[src/rtl/alu_dec_pkg.sv]
// Shared types and encodings for the multi-lane ALU control decode stage.
package alu_dec_pkg;

  typedef enum logic [3:0] {
    ALU_ADD   = 4'b0000,
    ALU_SUB   = 4'b0001,
    ALU_AND   = 4'b0010,
    ALU_OR    = 4'b0011,
    ALU_SLT   = 4'b0101,
    ALU_SRL   = 4'b0110,
    ALU_SRA   = 4'b0111,
    ALU_XOR   = 4'b1010,
    ALU_SLTU  = 4'b1100,
    ALU_EQ    = 4'b1101,
    ALU_SLL   = 4'b1110,
    ALU_COUNT = 4'b1111
  } alu_ctrl_e;

  typedef enum logic [1:0] {
    CNT_CLZ  = 2'b00,
    CNT_CTZ  = 2'b01,
    CNT_CPOP = 2'b10
  } cnt_sel_e;

  localparam logic [6:0] OP_R     = 7'b0110011;
  localparam logic [6:0] OP_IMM   = 7'b0010011;
  localparam logic [6:0] OP_BR    = 7'b1100011;
  localparam logic [6:0] OP_LD    = 7'b0000011;
  localparam logic [6:0] OP_ST    = 7'b0100011;
  localparam logic [6:0] OP_LUI   = 7'b0110111;
  localparam logic [6:0] OP_AUIPC = 7'b0010111;
  localparam logic [6:0] OP_JAL   = 7'b1101111;
  localparam logic [6:0] OP_JALR  = 7'b1100111;

  // funct7 pattern that selects the count-op group under shift-left-immediate
  localparam logic [6:0] F7_COUNT = 7'b0110000;

endpackage

[src/rtl/alu_dec_lane.sv]
// Combinational decode of one raw instruction into ALU control, count select
// and an illegal flag. Illegal encodings always report ALU_ADD / CNT_CLZ.
module alu_dec_lane
  import alu_dec_pkg::*;
(
  input  logic [31:0] instr_i,
  output alu_ctrl_e   ctrl_o,
  output cnt_sel_e    cnt_sel_o,
  output logic        illegal_o
);

  logic [6:0] opcode;
  logic [2:0] funct3;
  logic       opb5;
  logic       f7b5;
  logic       unused_bits;

  assign opcode      = instr_i[6:0];
  assign funct3      = instr_i[14:12];
  assign opb5        = instr_i[5];
  assign f7b5        = instr_i[30];
  assign unused_bits = ^{instr_i[19:15], instr_i[11:7]};

  always_comb begin
    // NOTE: every output gets a default first so no path can infer a latch.
    ctrl_o    = ALU_ADD;
    cnt_sel_o = CNT_CLZ;
    illegal_o = 1'b0;
    case (opcode)
      OP_LD, OP_ST, OP_LUI, OP_AUIPC, OP_JAL, OP_JALR: ctrl_o = ALU_ADD;
      OP_BR: begin
        case (funct3[2:1])
          2'b00:   ctrl_o = ALU_EQ;
          2'b10:   ctrl_o = ALU_SLT;
          2'b11:   ctrl_o = ALU_SLTU;
          default: illegal_o = 1'b1;
        endcase
      end
      OP_R, OP_IMM: begin
        case (funct3)
          3'b000: ctrl_o = (opb5 && f7b5) ? ALU_SUB : ALU_ADD;
          3'b010: ctrl_o = ALU_SLT;
          3'b011: ctrl_o = ALU_SLTU;
          3'b100: ctrl_o = ALU_XOR;
          3'b110: ctrl_o = ALU_OR;
          3'b111: ctrl_o = ALU_AND;
          3'b101: ctrl_o = f7b5 ? ALU_SRA : ALU_SRL;
          default: begin
            // Count ops live only in the immediate form, with rs2 field 0..2
            if (!f7b5) begin
              ctrl_o = ALU_SLL;
            end else if (!opb5 && instr_i[31:25] == F7_COUNT && instr_i[24:20] <= 5'd2) begin
              ctrl_o    = ALU_COUNT;
              cnt_sel_o = cnt_sel_e'(instr_i[21:20]);
            end else begin
              illegal_o = 1'b1;
            end
          end
        endcase
      end
      default: illegal_o = 1'b1;
    endcase
    if (illegal_o) begin
      ctrl_o    = ALU_ADD;
      cnt_sel_o = CNT_CLZ;
    end
  end

endmodule

[src/rtl/alu_dec_stage.sv]
// Registered multi-lane ALU control decoder: per-lane decode, a 2-entry
// valid/ready skid buffer with flush, and a saturating illegal-lane counter.
module alu_dec_stage
  import alu_dec_pkg::*;
#(
  parameter int LANES = 2,
  parameter int TAG_W = 6,
  parameter int CNT_W = 16
) (
  input  logic               clk,
  input  logic               rst,
  input  logic               flush,
  input  logic               in_valid,
  output logic               in_ready,
  input  logic [LANES-1:0]   in_lane_en,
  input  logic [LANES*32-1:0] in_instr,
  input  logic [TAG_W-1:0]   in_tag,
  output logic               out_valid,
  input  logic               out_ready,
  output logic [LANES-1:0]   out_lane_en,
  output logic [LANES*4-1:0] out_ctrl,
  output logic [LANES*2-1:0] out_cnt_sel,
  output logic [LANES-1:0]   out_illegal,
  output logic [TAG_W-1:0]   out_tag,
  output logic [CNT_W-1:0]   illegal_cnt
);

  localparam int ADD_W = $clog2(LANES + 1);
  localparam int SUM_W = CNT_W + ADD_W;

  typedef struct packed {
    logic [LANES-1:0]   lane_en;
    logic [LANES*4-1:0] ctrl;
    logic [LANES*2-1:0] cnt_sel;
    logic [LANES-1:0]   illegal;
    logic [TAG_W-1:0]   tag;
  } bundle_t;

  logic [LANES*4-1:0] dec_ctrl;
  logic [LANES*2-1:0] dec_cnt_sel;
  logic [LANES-1:0]   dec_ill;
  bundle_t            in_bundle;

  for (genvar i = 0; i < LANES; i++) begin : g_lane
    alu_ctrl_e lane_ctrl;
    cnt_sel_e  lane_cnt_sel;
    logic      lane_ill;

    alu_dec_lane u_lane (
      .instr_i   (in_instr[32*i +: 32]),
      .ctrl_o    (lane_ctrl),
      .cnt_sel_o (lane_cnt_sel),
      .illegal_o (lane_ill)
    );

    assign dec_ctrl[4*i +: 4]    = in_lane_en[i] ? lane_ctrl : ALU_ADD;
    assign dec_cnt_sel[2*i +: 2] = in_lane_en[i] ? lane_cnt_sel : CNT_CLZ;
    assign dec_ill[i]            = in_lane_en[i] & lane_ill;
  end

  assign in_bundle = '{lane_en: in_lane_en, ctrl: dec_ctrl, cnt_sel: dec_cnt_sel,
                       illegal: dec_ill, tag: in_tag};

  bundle_t          main_q, main_d, skid_q, skid_d;
  logic             main_valid_q, main_valid_d, skid_valid_q, skid_valid_d;
  logic [CNT_W-1:0] cnt_q, cnt_d;
  logic [ADD_W-1:0] ill_add;
  logic [SUM_W-1:0] cnt_sum;
  logic             accept, xfer;

  assign in_ready = ~skid_valid_q;
  assign accept   = in_valid & in_ready & ~flush;
  assign xfer     = main_valid_q & out_ready;

  always_comb begin
    main_d       = main_q;
    skid_d       = skid_q;
    main_valid_d = main_valid_q;
    skid_valid_d = skid_valid_q;
    if (flush) begin
      main_valid_d = 1'b0;
      skid_valid_d = 1'b0;
    end else if (!main_valid_q || xfer) begin
      // Output slot frees up: the older skid entry always goes first
      if (skid_valid_q) begin
        main_d       = skid_q;
        main_valid_d = 1'b1;
        skid_valid_d = 1'b0;
      end else begin
        main_valid_d = accept;
        if (accept) main_d = in_bundle;
      end
    end else if (accept) begin
      skid_d       = in_bundle;
      skid_valid_d = 1'b1;
    end
  end

  always_comb begin
    ill_add = '0;
    for (int i = 0; i < LANES; i++) ill_add = ill_add + ADD_W'(dec_ill[i]);
    cnt_sum = SUM_W'(cnt_q) + SUM_W'(ill_add);
    cnt_d   = cnt_q;
    if (accept) cnt_d = (cnt_sum > SUM_W'({CNT_W{1'b1}})) ? {CNT_W{1'b1}} : cnt_sum[CNT_W-1:0];
  end

  // NOTE: buffer data registers are reset too, so every output reads 0 out of reset.
  always_ff @(posedge clk or posedge rst) begin
    if (rst) begin
      main_q       <= '0;
      skid_q       <= '0;
      main_valid_q <= 1'b0;
      skid_valid_q <= 1'b0;
      cnt_q        <= '0;
    end else begin
      // NOTE: state updates are non-blocking so all registers sample pre-edge values.
      main_q       <= main_d;
      skid_q       <= skid_d;
      main_valid_q <= main_valid_d;
      skid_valid_q <= skid_valid_d;
      cnt_q        <= cnt_d;
    end
  end

  assign out_valid   = main_valid_q;
  assign out_lane_en = main_q.lane_en;
  assign out_ctrl    = main_q.ctrl;
  assign out_cnt_sel = main_q.cnt_sel;
  assign out_illegal = main_q.illegal;
  assign out_tag     = main_q.tag;
  assign illegal_cnt = cnt_q;

endmodule

[config.mk]
export PLATFORM = sky130hd
export DESIGN_NAME = alu_dec_stage
export DESIGN_NICKNAME = d
export VERILOG_FILES = /design/src/rtl/alu_dec_pkg.sv /design/src/rtl/alu_dec_lane.sv /design/src/rtl/alu_dec_stage.sv
export SDC_FILE = /design/constraint.sdc
export NUM_CORES = 1
export LEC_CHECK = 0
export ABC_AREA = 1
export BUFFER_PORTS_ARGS = -buffer_cell sky130_fd_sc_hd__buf_4
export CORE_UTILIZATION = 50
export DETAILED_ROUTE_END_ITERATION = 10
export PLACE_DENSITY = 0.78
export RECOVER_POWER = 50
export SYNTH_ARGS = -nofsm -noshare
export SYNTH_HDL_FRONTEND = slang
export SYNTH_HIERARCHICAL = 1
export SYNTH_SLANG_ARGS = --single-unit
[constraint.sdc]
create_clock -name clk -period 2.5 [get_ports clk]
set_clock_uncertainty 0.15 [all_clocks]
set_input_delay 0.5 -clock clk [delete_from_list [all_inputs] [get_ports clk]]
set_output_delay 0.5 -clock clk [all_outputs]
set_load 0.05 [all_outputs]
==> Yosys cells after proc, flatten, opt, wreduce, memory -nomap -nowiden <==
Cells that the tools add are included.
{ "totals": {"reg_bits": 62, "output_inout_bits": 40, "wordCells": 138} }
{ "classes": {"muxes": 49, "bitwise_logic": 8, "addsub": 2, "n_reduce_logical": 27, "n_eq_ne": 36, "magnitude_cmp": 3} }
{ "op_table": {"columns": ["op", "count"], "rows": [
  ["$eq 7x6->1 const B", 8],
  ["$pmux 4 s7", 2],
  ["$mux 22", 2],
  ["$eq 7x7->1 const B", 6],
  ["$mux 4", 8],
  ["$eq 7x5->1 const B", 4],
  ["$eq 3x3->1 const B", 8],
  ["$mux 2", 12],
  ["$pmux 4 s3", 2],
  ["$mux 1", 18],
  ["$add 16x2->17", 1],
  ["$gt 17x16->1 const B", 1],
  ["$mux 16", 1],
  ["$pmux 4 s2", 2],
  ["$eq 7x2->1 const B", 2],
  ["$reduce_or 7->1", 2],
  ["$eq 3x2->1 const B", 4],
  ["$reduce_or 6->1", 2],
  ["$le 5x2->1 const B", 2],
  ["$eq 2x2->1 const B", 4],
  ["$logic_and 1x1->1", 6],
  ["$logic_not 3->1", 2],
  ["$pmux 1 s3", 2],
  ["$reduce_and 3->1", 2],
  ["10 further kinds", 22]
]} }

==> Logic depth before layout (Yosys ltp) <==
{ "depth": {"depth_word": 12, "mapped_depth": 20, "depth_no_buf": 20} }

==> Cells and area by module <==
Netlist, hierarchy kept.
{ "modules_own_cells": {"columns": ["module", "cells_per_inst", "n_inst", "area_per_inst_um2"], "rows": [
  ["alu_dec_stage", 363, 1, 2969.1],
  ["alu_dec_lane", 86, 2, 430.4]
]} }

==> Worst setup path before layout <==
OpenSTA, ideal clock, no wires.
{ "synth_timing": {"path_kind": "input -> register", "startpoint": "input in_instr[14]", "endpoint": "register cnt_q[10], in the netlist illegal_cnt[10]", "path_stages": 19, "setup_time_ns": 0.126, "n_path_buf": 1, "t_required_ns": 2.224, "path_slack_ns": -0.281, "arrival_ns": 2.505, "path_cell_list": "inv_2 -> ha_1 -> inv_1 -> nand2_2 -> nor2_4 -> nand2_2 -> nor2_2 -> nand2_2 -> nand3_4 -> nand2_1 -> inv_1 -> fa_1 -> ha_1 -> nand3_1 -> inv_1 -> and3_1 -> nand2_2 -> buf_6 -> nand3_1"} }
{ "synth_between": {"elab_chain_len": 9} }
{ "synth_rtl": {"columns": ["element", "line_no", "source"], "rows": [
  ["start, declared", "alu_dec_stage.sv:16", "input logic [LANES*32-1:0] in_instr,"],
  ["$eq 3x2->1, or another cell as far along", "alu_dec_lane.sv:40", "case (funct3)"],
  ["$reduce_or 7->1 (no line) or $reduce_or 3->1 (tied branches)", null, null],
  ["$mux 1, on equally long branches", "alu_dec_lane.sv:40, alu_dec_lane.sv:32", null],
  ["$pmux 1 s3 (*)", "alu_dec_lane.sv:29", "case (opcode)"],
  ["named net g_lane[0].lane_ill", "alu_dec_stage.sv:47", "logic lane_ill;"],
  ["$and 1x1->1 (*)", "alu_dec_stage.sv:58", "assign dec_ill[i] = in_lane_en[i] & lane_ill;"],
  ["named net dec_ill[0]", "alu_dec_stage.sv:41", "logic [LANES-1:0] dec_ill;"],
  ["$add 1x1->2 (*)", "alu_dec_stage.sv:101", "for (int i = 0; i < LANES; i++) ill_add = ill_add + ADD_W'(dec_ill[i]);"],
  ["$add 16x2->17 (*)", "alu_dec_stage.sv:102", "cnt_sum = SUM_W'(cnt_q) + SUM_W'(ill_add);"],
  ["$gt 17x16->1", "alu_dec_stage.sv:104", "if (accept) cnt_d = (cnt_sum > SUM_W'({CNT_W{1'b1}})) ? {CNT_W{1'b1}} : cnt_sum[CNT_W-1:0];"],
  ["$mux 16 (*)", "alu_dec_stage.sv:104", null],
  ["end signal, assigned", "alu_dec_stage.sv:121", "cnt_q <= cnt_d;"],
  ["end, declared", "alu_dec_stage.sv:66", "logic [CNT_W-1:0] cnt_q, cnt_d;"]
]} }
Mark *: on every way through the listed nets, which the timed path passes. The rest lies on a longest branch.
A chain may end at the register's enable or synchronous reset.

==> Worst setup path after layout <==
{ "layout_timing": {"startpoint": "input in_instr[46]", "endpoint": "register cnt_q[4], in the netlist illegal_cnt[4]"} }
{ "layout_between": {"elab_chain_len": 9} }
{ "layout_rtl": {"columns": ["element", "line_no"], "rows": [
  ["$eq 3x2->1, or another cell as far along", "alu_dec_lane.sv:40"],
  ["$reduce_or 7->1 (no line) or $reduce_or 3->1 (tied branches)", null],
  ["$mux 1, on equally long branches", "alu_dec_lane.sv:40, alu_dec_lane.sv:32"],
  ["$pmux 1 s3 (*)", "alu_dec_lane.sv:29"],
  ["named net g_lane[1].lane_ill", "alu_dec_stage.sv:47"],
  ["$and 1x1->1 (*)", "alu_dec_stage.sv:58"],
  ["named net dec_ill[1]", "alu_dec_stage.sv:41"],
  ["$add 1x1->2 (*)", "alu_dec_stage.sv:101"],
  ["$add 16x2->17 (*)", "alu_dec_stage.sv:102"],
  ["$gt 17x16->1", "alu_dec_stage.sv:104"],
  ["$mux 16 (*)", "alu_dec_stage.sv:104"]
]} }
Marks and branches as above.

==> impl_results.md <==
- Status: finished with violations
- Failing checks: max-capacitance violations
- # setup viols final: 0
- Reg-to-reg setup timing slack: 0.41 ns
- Synth top area cells: dfrtp_1 (41%), nand2_1 (16%), o21ai_1 (5.9%)
- WP data required: 2.57 ns
- Layout Nets: 747
- WL/cell: 11.5 um
- Count leader, synth: nand2_1
- Worst setup path endpoint: illegal_cnt[4]
- Slew Viols, Final: 0
- Clock-pin slew on the worst setup and hold paths: 0.07 ns
- Syn nets: 623
- Worst r2r dst: out_cnt_sel[1]
- Finished Core Util: 69.7%
- Row Count: 31
- Critical path class: input port to flop
- Post-synthesis sequential area ratio: 40.5%
- Layout cells sized above 1: 28.5%
- Yosys cell types: 30
- DRT antenna net count: 0
- Drt first pass iters: 4
- Via count: 3733
- R2R Path Start: out_valid
- CP Capture Type: flop
- Max Clk Rate: 424 MHz
- Pwr Density: 569 nW/um^2
- Syn Area/Cell: 7.16 um^2
- R2R cell count: 7
- CTS buffer count: 9
- Slew HR: 0.0951%
- Fill count: 638
- Dpl cell area: 4920 um^2
- Worst slew pin tran: 1.50 ns
- Synth cell count leaders: nand2_1 (159), dfrtp_1 (62), inv_1 (59)
- Sequential Area: 1550 um^2
- First-iteration detailed-routing DRC count: 189
- Die area: 8010 um^2
- # diodes: 0
- Post-synth top area share: 40.5%
- Clk buf depth: 2
- Met2 usage: 40.0%
- Core area: 7330 um^2
- Die Y: 89.5 um
- Pin count of the biggest net entering global routing: 63
- Layout Area Growth over Synthesis: 33.3%
- Worst slack, placed: -0.352 ns
- Met3 usage: 3.23%
- Startpoint Class: input port
- DRC: 0
- Final period util: 94.4%
- Tot Pwr: 0.00290 W
- Hold slack: 0.276 ns
- Grt ovf: 0
- DRT Wirelength: 8810 um
- Final min period: 2.36 ns
- Die X: 89.5 um
- Static leakage: 2.67 nW
- Most used flip-flop cell after synthesis: dfrtp_1
- Hold Vio Cnt, Final: 0
- Total of max-cap violations: 1
- Synth area leader: dfrtp_1
- I/O pin total: 117
- Clk_lat worst skew: 0.33 ns
- GRT busiest layer: met2
- Worst-path maximum fanout: 3
- Peak supply drop: 0.268 mV
- Vias in the first global route: 3323
- Post-Synthesis Cells: 535
- Post-route cell area: 5110 um^2
- Initial antenna violation count: 0
- Via density per instance: 4.89
- Synthesized area: 3830 um^2
- Final WS setup: 0.139 ns
- Share of flip-flops with an asynchronous set or reset: 100%
- H-tree depth: 3
- HPWL after DPL: 6590 um
- Crit path from: in_instr[46]
- CTS root buf: clkbuf_8
- Port bufs: 96
- Synth Warn #: 6
- Multi-input gate area: 2070 um^2
- Register bit count reported by yosys: 62
- CTS tree: done
- Starting Density: 52.2%
- Placer congestion estimate: 0.847
- Post-synth EDFFs: 0
- Post-CTS setup buffer count: 0
- First-pass GRT wire length: 14200 um
- GRT Util Overall: 22.9%
- # clock sinks: 62
- CP Data Arrival Time: 2.43 ns
- Worst Hold Class: input port to flop
- Met1 global-route usage: 28.8%
registers in the layout (all words and copies together), names as in the netlist:
| register | flops |
|---|---|
| out_ctrl | 8 |
| out_illegal | 2 |
| out_tag | 6 |
| skid_valid_q | 1 |
| skid_q | 22 |
| out_cnt_sel | 4 |
| illegal_cnt | 16 |
| out_lane_en | 2 |
| out_valid | 1 |
area by class of cell:
class | count | share of cell area (%)
timing repair buffer | 129 | 17.8
inverter | 63 | 5.05
tap | 99 | 2.43
multi-input combinational | 394 | 40.6
clock inverter | 6 | 1.23
clock buffer | 10 | 2.50
sequential | 62 | 30.4
cell families (layout without fill, tap and decap cells):
group / count (synthesis) / count (layout) / synth area share (%)
AND/OR/NAND/NOR: 297 / 298 / 34.8
AO/OA/AOI/OAI: 83 / 83 / 11.4
buffers and inverters: 80 / 208 / 9.08
flip-flops: 62 / 62 / 40.5
adder cells (fa/ha/maj): 11 / 11 / 3.79
XOR/XNOR: 2 / 2 / 0.457
worst min-delay path by stage:
stage | cells after the start | start | endpoint
CTS | 3 | rst | out_tag[4]
finish | 3 | in_tag[1] | skid_q[1]
global placement | 2 | skid_q[11] | skid_q[11]
global route | 3 | in_tag[2] | skid_q[2]
floorplan | 2 | skid_q[11] | skid_q[11]
detailed placement | 2 | skid_q[18] | skid_q[18]
cells in the final DEF, fill, tap and decap left out, types with 4 or more instances in the layout:
cell type / n
nand2_1: 157
buf_4: 110
dfrtp_1: 62
nor2_1: 57
inv_1: 53
o21ai_1: 45
nand3_1: 30
o21ai_0: 28
clkbuf_1: 16
nand2_2: 10
nor2_2: 9
clkbuf_8: 9
inv_2: 8
nand4_1: 7
ha_1: 6
nor2_4: 5
nand3_4: 4
ha_4: 4
a21oi_1: 4
a21oi_2: 4
layer usage:
layer | wire length [um] | share of wire (%)
met3 | 296 | 3.4
met4 | 135 | 1.5
met5 | 0 | 0
met2 | 4400 | 50
met1 | 3980 | 45
what timing repair did:
action                     CTS  global route
setup endpoints to repair    0            16
resized for setup            0            18
hold buffers                 0             0
worst max-delay path, cell delays in order:
cell	delay [ns]
buf_6	0.12
inv_16	0.03
ha_4	0.15
inv_2	0.05
nand2_2	0.05
nor2_4	0.12
nand2_2	0.07
nor2_2	0.11
nand2_2	0.08
nand3_4	0.06
nand2_2	0.07
inv_2	0.06
fa_2	0.26
ha_4	0.15
nand3_2	0.08
nor2_2	0.16
buf_4	0.14
xnor2_1	0.10
nand2_1	0.07
report_power, final:
part	leakage (nW)	total, W	internal [W]	switching, W
Clock	0.0883	0.000850	0.000456	0.000394
Sequential	0.813	0.00123	0.00112	0.000114
Combinational	1.77	0.000825	0.000287	0.000537
Total	2.67	0.00290	0.00186	0.00105
through the flow:
| stage | instances | TNS (ns) |
|---|---|---|
| finish | 763 | 0 |
| global route | 763 | -0.0148 |
| detailed placement | 746 | -5.06 |
| CTS | 762 | 0 |
| global placement | 746 | -4.50 |
| floorplan | 535 | -0.594 |
Power figures use the tool's default switching activity.
